### src/rtl/bit_serial_alu.sv
// Bit-serial execute stage: LSB-first 1-bit adder/logic slice with register-file write-back.
// Optional BSALU_ZERO_FLAG_EN adds a registered result==0 flag on port zero.
module bit_serial_alu #(
    parameter int WIDTH = 32,
    parameter int AW    = 5
) (
    input  logic             clk,
    input  logic             rst,
    input  logic             start,
    input  logic [2:0]       op,
    input  logic [WIDTH-1:0] a,
    input  logic [WIDTH-1:0] b,
    input  logic [AW-1:0]    rd_in,
    output logic             busy,
    output logic             done,
    output logic [WIDTH-1:0] result,
    output logic             wb_we,
    output logic [AW-1:0]    wb_rd
`ifdef BSALU_ZERO_FLAG_EN
    ,
    output logic             zero
`endif
);

    localparam int CW = $clog2(WIDTH);
    localparam logic [CW-1:0] LAST = CW'(WIDTH - 1);

    typedef enum logic [1:0] {IDLE, SHIFT, DONE} state_e;
    typedef enum logic [2:0] {
        OP_ADD, OP_SUB, OP_AND, OP_OR,
        OP_XOR, OP_SLTU, OP_SLT, OP_PASSB
    } op_e;

    state_e state, state_nxt;
    op_e opr;
    logic [WIDTH-1:0] sa, sb;
    logic [CW-1:0] cnt;
    logic carry;

    logic last, inv, cmp, bb, s, cout, rbit, flag;
    logic start_sub;

    always_comb begin
        last = (cnt == LAST);
        inv  = opr inside {OP_SUB, OP_SLTU, OP_SLT};
        cmp  = opr inside {OP_SLTU, OP_SLT};
        bb   = sb[0] ^ inv;
        s    = sa[0] ^ bb ^ carry;
        cout = (sa[0] & bb) | (sa[0] & carry) | (bb & carry);
        case (opr)
            OP_AND:   rbit = sa[0] & sb[0];
            OP_OR:    rbit = sa[0] | sb[0];
            OP_XOR:   rbit = sa[0] ^ sb[0];
            OP_PASSB: rbit = sb[0];
            default:  rbit = s;
        endcase
        // Signed less-than is N xor V, with V taken from the MSB carries.
        flag = (opr == OP_SLT) ? (s ^ (carry ^ cout)) : ~cout;
        start_sub = op_e'(op) inside {OP_SUB, OP_SLTU, OP_SLT};
    end

    always_ff @(posedge clk or posedge rst) begin
        if (rst) begin
            state <= IDLE;
        end else begin
            state <= state_nxt;
        end
    end

    always_comb begin
        state_nxt = state;
        case (state)
            IDLE:    if (start) state_nxt = SHIFT;
            SHIFT:   if (last) state_nxt = DONE;
            DONE:    state_nxt = IDLE;
            default: state_nxt = IDLE;
        endcase
    end

    always_ff @(posedge clk or posedge rst) begin
        if (rst) begin
            sa     <= '0;
            sb     <= '0;
            opr    <= OP_ADD;
            cnt    <= '0;
            carry  <= 1'b0;
            result <= '0;
            wb_rd  <= '0;
        end else begin
            case (state)
                IDLE: begin
                    if (start) begin
                        sa    <= a;
                        sb    <= b;
                        opr   <= op_e'(op);
                        wb_rd <= rd_in;
                        cnt   <= '0;
                        carry <= start_sub;
                    end
                end
                SHIFT: begin
                    sa    <= sa >> 1;
                    sb    <= sb >> 1;
                    carry <= cout;
                    cnt   <= cnt + 1'b1;
                    if (last && cmp) begin
                        result <= {{(WIDTH-1){1'b0}}, flag};
                    end else begin
                        result <= {rbit, result[WIDTH-1:1]};
                    end
                end
                default: ;
            endcase
        end
    end

`ifdef BSALU_ZERO_FLAG_EN
    always_ff @(posedge clk or posedge rst) begin
        if (rst) begin
            zero <= 1'b1;
        end else if (state == IDLE && start) begin
            zero <= 1'b1;
        end else if (state == SHIFT) begin
            if (last && cmp) begin
                zero <= ~flag;
            end else if (rbit) begin
                zero <= 1'b0;
            end
        end
    end
`endif

    assign busy  = (state != IDLE);
    assign done  = (state == DONE);
    assign wb_we = done;

endmodule

### config.mk
export PLATFORM = sky130hd
export DESIGN_NAME = bit_serial_alu
export DESIGN_NICKNAME = d
export VERILOG_FILES = /design/src/rtl/bit_serial_alu.sv
export SDC_FILE = /design/constraint.sdc
export NUM_CORES = 1
export LEC_CHECK = 0
export ABC_AREA = 1
export BUFFER_PORTS_ARGS = -buffer_cell sky130_fd_sc_hd__buf_4
export CAP_MARGIN = 20
export CORE_ASPECT_RATIO = 1.25
export CORE_MARGIN = 5
export CORE_UTILIZATION = 39
export DETAILED_ROUTE_END_ITERATION = 8
export PLACE_DENSITY_LB_ADDON = 0.1
export SLEW_MARGIN = 25
export SYNTH_ARGS = -nofsm -noshare
export SYNTH_HDL_FRONTEND = slang
export SYNTH_SLANG_ARGS = --single-unit
### constraint.sdc
create_clock -name clk -period 4.12 [get_ports clk]
set_clock_uncertainty 0.15 [all_clocks]
set_input_delay 0.618 -clock clk [delete_from_list [all_inputs] [get_ports clk]]
set_output_delay 0.618 -clock clk [all_outputs]
set_load 0.1 [all_outputs]
==> reports/results.ini, run 1 <==
[global_routing]
grt_pass1_vias = 3741
grt_first_pass_wirelength_um = 18200
antenna_found_initial = 0
overflow = 0
groute.usage.overall_pct = 15.70
grt_max_degree = 71

[power]
p_int_mw = 2.857
p_sw_mw = 2.596
p_clk_share_pct = 15.7
seq_power_share_pct = 34.9
leakage_nw = 3.028
vdd_drop_max_v = 0.0004486
power_density_nw_per_um2 = 912.8
power_frac_comb_pct = 49.4
swShare_pct = 47.61

[finish]
areaGrowthSynthToFinish_pct = 26.30
num-nets-final = 673
diodes = 0
final_cell_mix = buf_4 (117), dfrtp_1 (112), inv_1 (102), o22ai_1 (90), a21oi_1 (65)
stdcell_count = 760
final_common_cell = buf_4
drive_gt1_share_pct = 23.32

[sta]
drv_slew = 0
tns_ns = 0
tightest_slew_ns = 0.9360
max_freq_mhz = 426.7
min_period_ns = 2.343
slew_headroom_pct = 37.45
rsz0062_at_grt = no
hold_violations = 0
finalSetupViolCount = 0
post-route-period-util_pct = 56.88

[clock_network]
clk_path_buf_depth = 2
post_cts_buffers = 0
cts_made_buffers = 9
clk_pin_slew_ns = 0.07
clockRootBuffer = clkbuf_16
cts_resized = 0
cts_hold_buf = 0
clock_latency_ns = 0.35
cts.sinks = 112
cts_tree = done
h-tree-depth = 3

[synth]
synth_fp_nets = 575
synth_area_per_cell_um2 = 9.574
synthCells = 494
ys_ff_latch = 112
synth_area_leaders = dfrtp_1 (59%), o22ai_1 (12%), inv_1 (8.2%)
yosys.area.top_type_share_pct = 59.26
ys_types = 21
synth_warnings = 0
synth_top_area_cell = dfrtp_1
ys_seq_area_share_pct = 59.26
synth_area_um2 = 4730

[worst_setup_path]
start_kind = flip-flop
rrSetupSlack_ns = 1.78
crit_type = reg2reg
critPathCaptureType = flip-flop
critPathMaxFanout = 30
worstPathArrival_ns = 2.43
cp.required_ns = 4.21

[drt]
route.detailed.drc = 0
vias = 3738
ant_nets = 0
vias_per_cell = 4.918
drt_pass1_iterations = 5
dr.first_iter.drc_count = 123
wirelength_um = 10880
routedWlPerCell_um = 14.32

[placement]
place_inst = 745
port_buffers = 114
dp_hpwl_um = 7218
gp_congestion = 0.7860

[floorplan]
die_area_um2 = 14440
die_width_um = 108.5
rows = 45
num_io_pins = 115
core_area_um2 = 11990
die_h_um = 133.1
initial_core_util_pct = 39.44

[run_status]
status = finished, final reports clean

[hold_path]
hold_path_class = in2async

[run]
cap_viol_max_count = 0

[power by group through the flow]
stage	sequential [mW]	combinational, mW	clock, mW
final	1.90	2.69	0.858
after global routing	1.97	2.95	0.925
after CTS	1.90	2.73	0.883
after detailed placement	1.92	2.73	0
after global placement	1.90	2.68	0
after floorplan	2.82	1.22	0
[final timing paths]
kind / from / to / cells after the start
max: cnt[0] / result[31] / 9
min: rst / sb[9] / 2
max reg2reg: cnt[0] / result[31] / 9
min reg2reg: cnt[3] / cnt[3] / 2
max in group asynchronous: rst / opr[1] / 3
min in group clk: rd_in[4] / wb_rd[4] / 3
[state kept, by name (all words and copies together) (netlist names)]
signal and count:
carry 1, cnt 5, opr 3, result 32, sa 32, sb 32, state 2, wb_rd 5
[cells by family (layout without fill, tap and decap cells)]
logic type	count (synthesis)	in the layout	share of synthesized area, %
flip-flops	112	112	59.26
XOR/XNOR	1	1	0.1852
adder cells (fa/ha/maj)	6	6	1.905
AND/OR/NAND/NOR	66	66	6.138
buffers and inverters	138	240	11.75
AO/OA/AOI/OAI	171	171	20.77
[cells in the mapped netlist]
master and instances:
dfrtp_1 112, inv_1 103, o22ai_1 90, a21oi_1 65, nand2_1 44, buf_2 15
nand3_1 12, o21ai_0 12, clkbuf_1 11, buf_4 5, nor2_1 5, ha_1 4
inv_2 4, a22o_1 3, fa_1 2, nor2_4 2, nand3_2 1, nand3b_1 1
nand4_1 1, o211ai_1 1, xor2_1 1
[worst max-delay path, stage by stage, from the launching register on]
cell     delay (ns)
dfrtp_1        0.39
ha_1           0.18
nand2_1        0.07
nor2_1         0.10
ha_1           0.19
nand4_1        0.18
nand2_1        0.74
nor2_1         0.11
nand2_1        0.09
nand2_1        0.04
[through the flow]
stage / hold slack, ns / instance area, um^2 / util (%) / total power [mW] / worst slack, ns
3_5_place_dp: 0.3204 / 5684 / 47.40 / 4.647 / 1.773
5_1_grt: 0.2494 / 5973 / 49.81 / 5.844 / 1.532
2_1_floorplan: 0.2990 / 4730 / - / 4.043 / 0.3930
4_1_cts: 0.2194 / 5973 / 49.81 / 5.517 / 1.750
6_report: 0.1927 / 5973 / 49.81 / 5.452 / 1.777
3_3_place_gp: 0.3136 / 5682 / 47.38 / 4.582 / 1.822
[area by class of cell]
type / instances / area [um^2]
fillers: 1154 / 6020
flip-flops and latches: 112 / 2803
multi-input cells: 244 / 1371
repair buffers: 118 / 898.4
inverters: 107 / 406.6
clock buffers: 12 / 246.5
well taps: 164 / 205.2
clock inverters: 3 / 42.54
[per-layer routing]
| layer | part of all wire [%] | track usage, % | vias to the layer above |
|---|---|---|---|
| met5 | 0 | 0 | - |
| met4 | 2.0 | 6.386 | 0 |
| met3 | 5.5 | 3.102 | 15 |
| met2 | 47 | 24.57 | 83 |
| met1 | 45 | 21.34 | 1801 |
| li1 | - | - | 1839 |
No activity file was read; power rests on OpenSTA's default activity.
==> run 2: changes to the inputs <==
- clock period: 4.12 -> 2.1 ns (I/O delays scaled with it)
==> run 2 against run 1 <==
Net effect:
- critical endpoint is now result[0]
- largest power group unchanged
- total power up 100%
- non-clock buffer count up 8
- clock power up 110%
- combinational power up 100%
- cell count up 1.2%
==> reports/results.ini, run 2 (synthesis gave the netlist of run 1 again) <==
[global_routing]
grt_pass1_vias = 3903
antenna_found_initial = 0
grt_max_degree = 113
grt_first_pass_wirelength_um = 18440
overflow = 0
groute.usage.overall_pct = 15.85

[worst_setup_path]
critPathCaptureType = flip-flop
timing.rr.start = opr[0]
crit_type = reg2reg
worst_path_max_delay_cell = dfrtp_2
worstPathArrival_ns = 2.02
rrSetupSlack_ns = 0.15
worst-path-buf-inv = 3
crit_chain = inv_4 > nand3_2 > o21ai_1 > xor2_1 > inv_1 > fa_1 > inv_1 > o21ai_0 > nand3b_1 > nand3_1
start_kind = flip-flop
critPathLaunch = opr[0]
critPathTopFamily = flip-flops
path_common_cell = inv_1
r2r_cells = 10
rr_endpoint = result[0]
cp.required_ns = 2.17
slowest_delay_ns = 0.46
critPathMaxFanout = 5
crit_cells = 10
critPathCapture = result[0]

[drt]
routedWlPerCell_um = 14.25
vias = 3772
route.detailed.drc = 0
wirelength_um = 10960
ant_nets = 0
drt_pass1_iterations = 4
vias_per_cell = 4.905
dr.first_iter.drc_count = 148

[sta]
hold_violations = 0
drv_slew = 0
whs_ns = 0.001936
tightest_slew_ns = 0.5936
slew_headroom_pct = 60.42
min_period_ns = 1.948
tns_ns = 0
rsz0062_at_grt = no
post-route-period-util_pct = 92.74
finalSetupViolCount = 0
max_freq_mhz = 513.5

[floorplan]
die_area_um2 = 14440
core_area_um2 = 11990
die_width_um = 108.5
die_h_um = 133.1
num_io_pins = 115
initial_core_util_pct = 39.44
rows = 45

[clock_network]
clock_latency_ns = 0.34
cts_tree = done
cts_hold_buf = 0
h-tree-depth = 3
cts_made_buffers = 9
clockRootBuffer = clkbuf_16
clk_path_buf_depth = 2
clk_pin_slew_ns = 0.07
cts.sinks = 112

[finish]
areaGrowthSynthToFinish_pct = 29.23
drive_gt1_share_pct = 24.96
multi_input_area_um2 = 1384
final_cell_mix = buf_4 (122), dfrtp_1 (111), inv_1 (101), o22ai_1 (90), a21oi_1 (65)
reg_top3 = result x32, sa x32, sb x32
diodes = 0
final_common_cell = buf_4
ff_latch_area_um2 = 2804
num-nets-final = 681
fillers = 1160
final_area_um2 = 6112

[placement]
gp_congestion = 0.8088
dp_hpwl_um = 7545
port_buffers = 114
dpl-instance-area_um2 = 5781

[power]
power_density_nw_per_um2 = 1802
leakage_nw = 3.088
vdd_drop_max_v = 0.0007762

[run]
cap_viol_max_count = 0

[run_status]
status = finished, final reports clean

[hold_path]
hold_path_class = in2async

## run 2: per-layer routing
metal / GRT usage (%) / wire, um
met1: 20.74 / 4847
met2: 25.12 / 5191
met3: 4.266 / 739
met4: 5.965 / 182
met5: 0 / 0
## run 2: how the worst min path moves through the flow
stage / depth (start not counted) / from / to / slack (ns)
after global routing: 3 / rd_in[1] / wb_rd[1] / 0.02
after detailed placement: 2 / cnt[3] / cnt[3] / 0.32
final: 3 / rst / result[31] / 0.002
after CTS: 3 / rd_in[4] / wb_rd[4] / 0.006
after global placement: 2 / cnt[3] / cnt[3] / 0.32
after floorplan: 2 / rd_in[0] / wb_rd[0] / 0.27
## run 2: layout make-up
class	instances	area share [%]
sequential	112	45.88
multi-input combinational	244	22.64
timing repair buffer	126	16.29
inverter	107	6.673
clock buffer	13	4.094
tap	164	3.357
clock inverter	3	1.064
## run 2: power by group
part / leakage (nW) / switching (mW) / total, mW / internal (mW)
sequential: 1.35 / 0.576 / 3.73 / 3.15
clock: 0.154 / 0.740 / 1.82 / 1.08
combinational: 1.58 / 3.84 / 5.47 / 1.63
total: 3.09 / 5.15 / 11.0 / 5.86
## run 2: what timing repair did
| action | CTS | global route |
|---|---|---|
| gates resized for setup | 0 | 5 |
| setup endpoints to repair | 0 | 2 |
| setup buffers | 0 | 1 |
## run 2: metrics by stage
step | utilization [%] | power, mW | setup WS (ns) | std cells
after detailed placement | 48.20 | 9.248 | 0.04114 | 752
after floorplan | - | 7.936 | 0.2368 | 494
after global routing | 50.97 | 11.82 | 0.01931 | 769
after global placement | 48.20 | 9.108 | 0.1550 | 752
final | 50.97 | 11.01 | 0.1524 | 769
after CTS | 50.83 | 11.09 | 0.03665 | 768
## run 2: worst reg2reg max path: cells and delay by family, from the launching register on
family,cells,cell delay [ns]
xor gates and xnor gates,1,0.23
adders and majority gates,1,0.38
AOI/OAI and AO/OA,2,0.17
and+or+nand+nor,3,0.21
DFF,1,0.46
buffers and inverters,3,0.24
==> run 3: changes to the inputs <==
- CORE_UTILIZATION: 39 -> 48
- GPL_TIMING_DRIVEN: default -> 0
==> run 3 against run 2 <==
Net effect:
- sequential share of layout area down 0.88 points
- setup slack better by 0.0016 ns
- sequential cell count unchanged
- hold slack better by 0.0088 ns
- critical path type unchanged
- final area up 2.0%
- critical endpoint unchanged
==> reports/results.ini, run 3 (synthesis gave the netlist of run 1 again) <==
[power]
p_clk_share_pct = 17.9
p_int_mw = 6.059
leakage_nw = 3.190
power_density_nw_per_um2 = 1807
swShare_pct = 46.20
finalPower_mw = 11.26
power_frac_comb_pct = 49.2
vdd_drop_max_v = 0.0006755
p_sw_mw = 5.204
seq_power_share_pct = 32.8

[sta]
slew_headroom_pct = 59.26
fin_ws_ns = 0.1540
drv_slew = 0
tightest_slew_ns = 0.6098
finalSetupViolCount = 0
min_period_ns = 1.946
hold_violations = 0
max_freq_mhz = 513.9
post-route-period-util_pct = 92.67

[floorplan]
die_width_um = 98.79
initial_core_util_pct = 49.22
core_area_um2 = 9609
num_io_pins = 115
rows = 40
die_h_um = 121.0
die_area_um2 = 11950

[drt]
dr.first_iter.drc_count = 171
vias_per_cell = 5.050
vias = 3818
routedWlPerCell_um = 14.26
route.detailed.drc = 0
ant_nets = 0
wirelength_um = 10780
drt_pass1_iterations = 4

[global_routing]
grt_max_degree = 34
grt_pass1_vias = 3957
overflow = 0
grt_first_pass_wirelength_um = 18170
groute.usage.overall_pct = 18.57
antenna_found_initial = 0

[placement]
place_worst_setup_slack_ns = 0.03194
gp_congestion = 0.7856
port_buffers = 114
dp_hpwl_um = 8106
place_inst = 737

[clock_network]
clockRootBuffer = clkbuf_16
h-tree-depth = 3
clock_latency_ns = 0.35
cts_made_buffers = 9
clk_path_buf_depth = 2
cts.sinks = 112
cts_tree = done
clk_pin_slew_ns = 0.07

[finish]
final_common_cell = buf_4
diodes = 0
num-nets-final = 706
reg_top3 = result x32, sa x32, sb x32
stdcell_count = 756
drive_gt1_share_pct = 26.98
finish.utilization_pct = 64.86
areaGrowthSynthToFinish_pct = 31.77
final_cell_mix = buf_4 (121), dfrtp_1 (111), inv_1 (101), o22ai_1 (90), a21oi_1 (65)
fillers = 852

[worst_setup_path]
start_kind = flip-flop
critPathMaxFanout = 10
crit_type = reg2reg
worstPathArrival_ns = 2.02
critPathCaptureType = flip-flop
cp.required_ns = 2.18

[hold_path]
hold_path_class = in2reg

[run_status]
status = finished, final reports clean

[run]
cap_viol_max_count = 0

## run 3: cell count changes in the layout (fill, tap and decap cells not counted), moves of 2 or more
cell,delta
buf_2,+12
clkbuf_1,+8
clkbuf_4,+3
clkbuf_8,+2
## run 3: layer usage
metal / part of all wire [%] / GRT usage (%) / vias up
li1: - / - / 1908
met1: 40 / 22.03 / 1810
met2: 53 / 32.31 / 86
met3: 6.0 / 5.865 / 14
met4: 1.5 / 5.209 / 0
met5: 0 / 0 / -
## run 3: power groups by stage
stage / logic [mW] / clock network, mW / registers (mW)
6_report: 5.54 / 2.02 / 3.70
5_1_grt: 6.06 / 2.16 / 3.82
4_1_cts: 5.51 / 2.06 / 3.71
3_5_place_dp: 5.48 / 0 / 3.75
3_3_place_gp: 5.34 / 0 / 3.69
2_1_floorplan: 2.40 / 0 / 5.54
## run 3: path summary, 6_finish.rpt
check | startpoint | endpoint | slack, ns | cells past startpoint
setup / recovery | opr[1] | result[0] | 0.15 | 10
hold / removal | rd_in[0] | wb_rd[0] | 0.01 | 3
setup reg to reg | opr[1] | result[0] | 0.15 | 10
hold reg to reg | wb_rd[4] | wb_rd[4] | 0.34 | 2
max in group asynchronous | rst | opr[0] | 0.78 | 4
min in group asynchronous | rst | result[16] | 0.45 | 3
## run 3: cell type report
cell class	instances	area (um^2)	share of cell area, %
plain buffers	31	161.4	2.590
clock buffers	12	266.5	4.276
clock inverters	4	98.84	1.586
inverters	107	405.4	6.505
multi-input cells	244	1398	22.43
flip-flops and latches	112	2804	44.99
well taps	126	157.7	2.530
repair buffers	120	940.9	15.10
## run 3: worst max-delay path: stages, from the launching register on
cell and delay, ns:
dfrtp_1 0.33, clkbuf_4 0.19, nand3_2 0.13, o21ai_2 0.10, xor2_2 0.18, inv_1 0.08, fa_1 0.36, inv_1 0.06
o21ai_0 0.09, nand3b_1 0.09, nand3_1 0.07
## run 3: timing repair
item,CTS,global route
setup endpoints to repair,1,22
endpoints found under the hold margin,22,0
hold buffers,1,0
setup buffers,0,2
gates resized for setup,1,9
pin swaps,1,2
## run 3: metrics by stage
stage / setup TNS (ns) / area, um^2 / hold WS (ns)
finish: 0 / 6232 / 0.01072
floorplan: 0 / 4741 / 0.2746
detailed placement: 0 / 5814 / 0.2894
global placement: -47.76 / 5754 / 0.3123
global route: -0.004514 / 6232 / 0.002670
CTS: 0 / 6190 / 0.004186
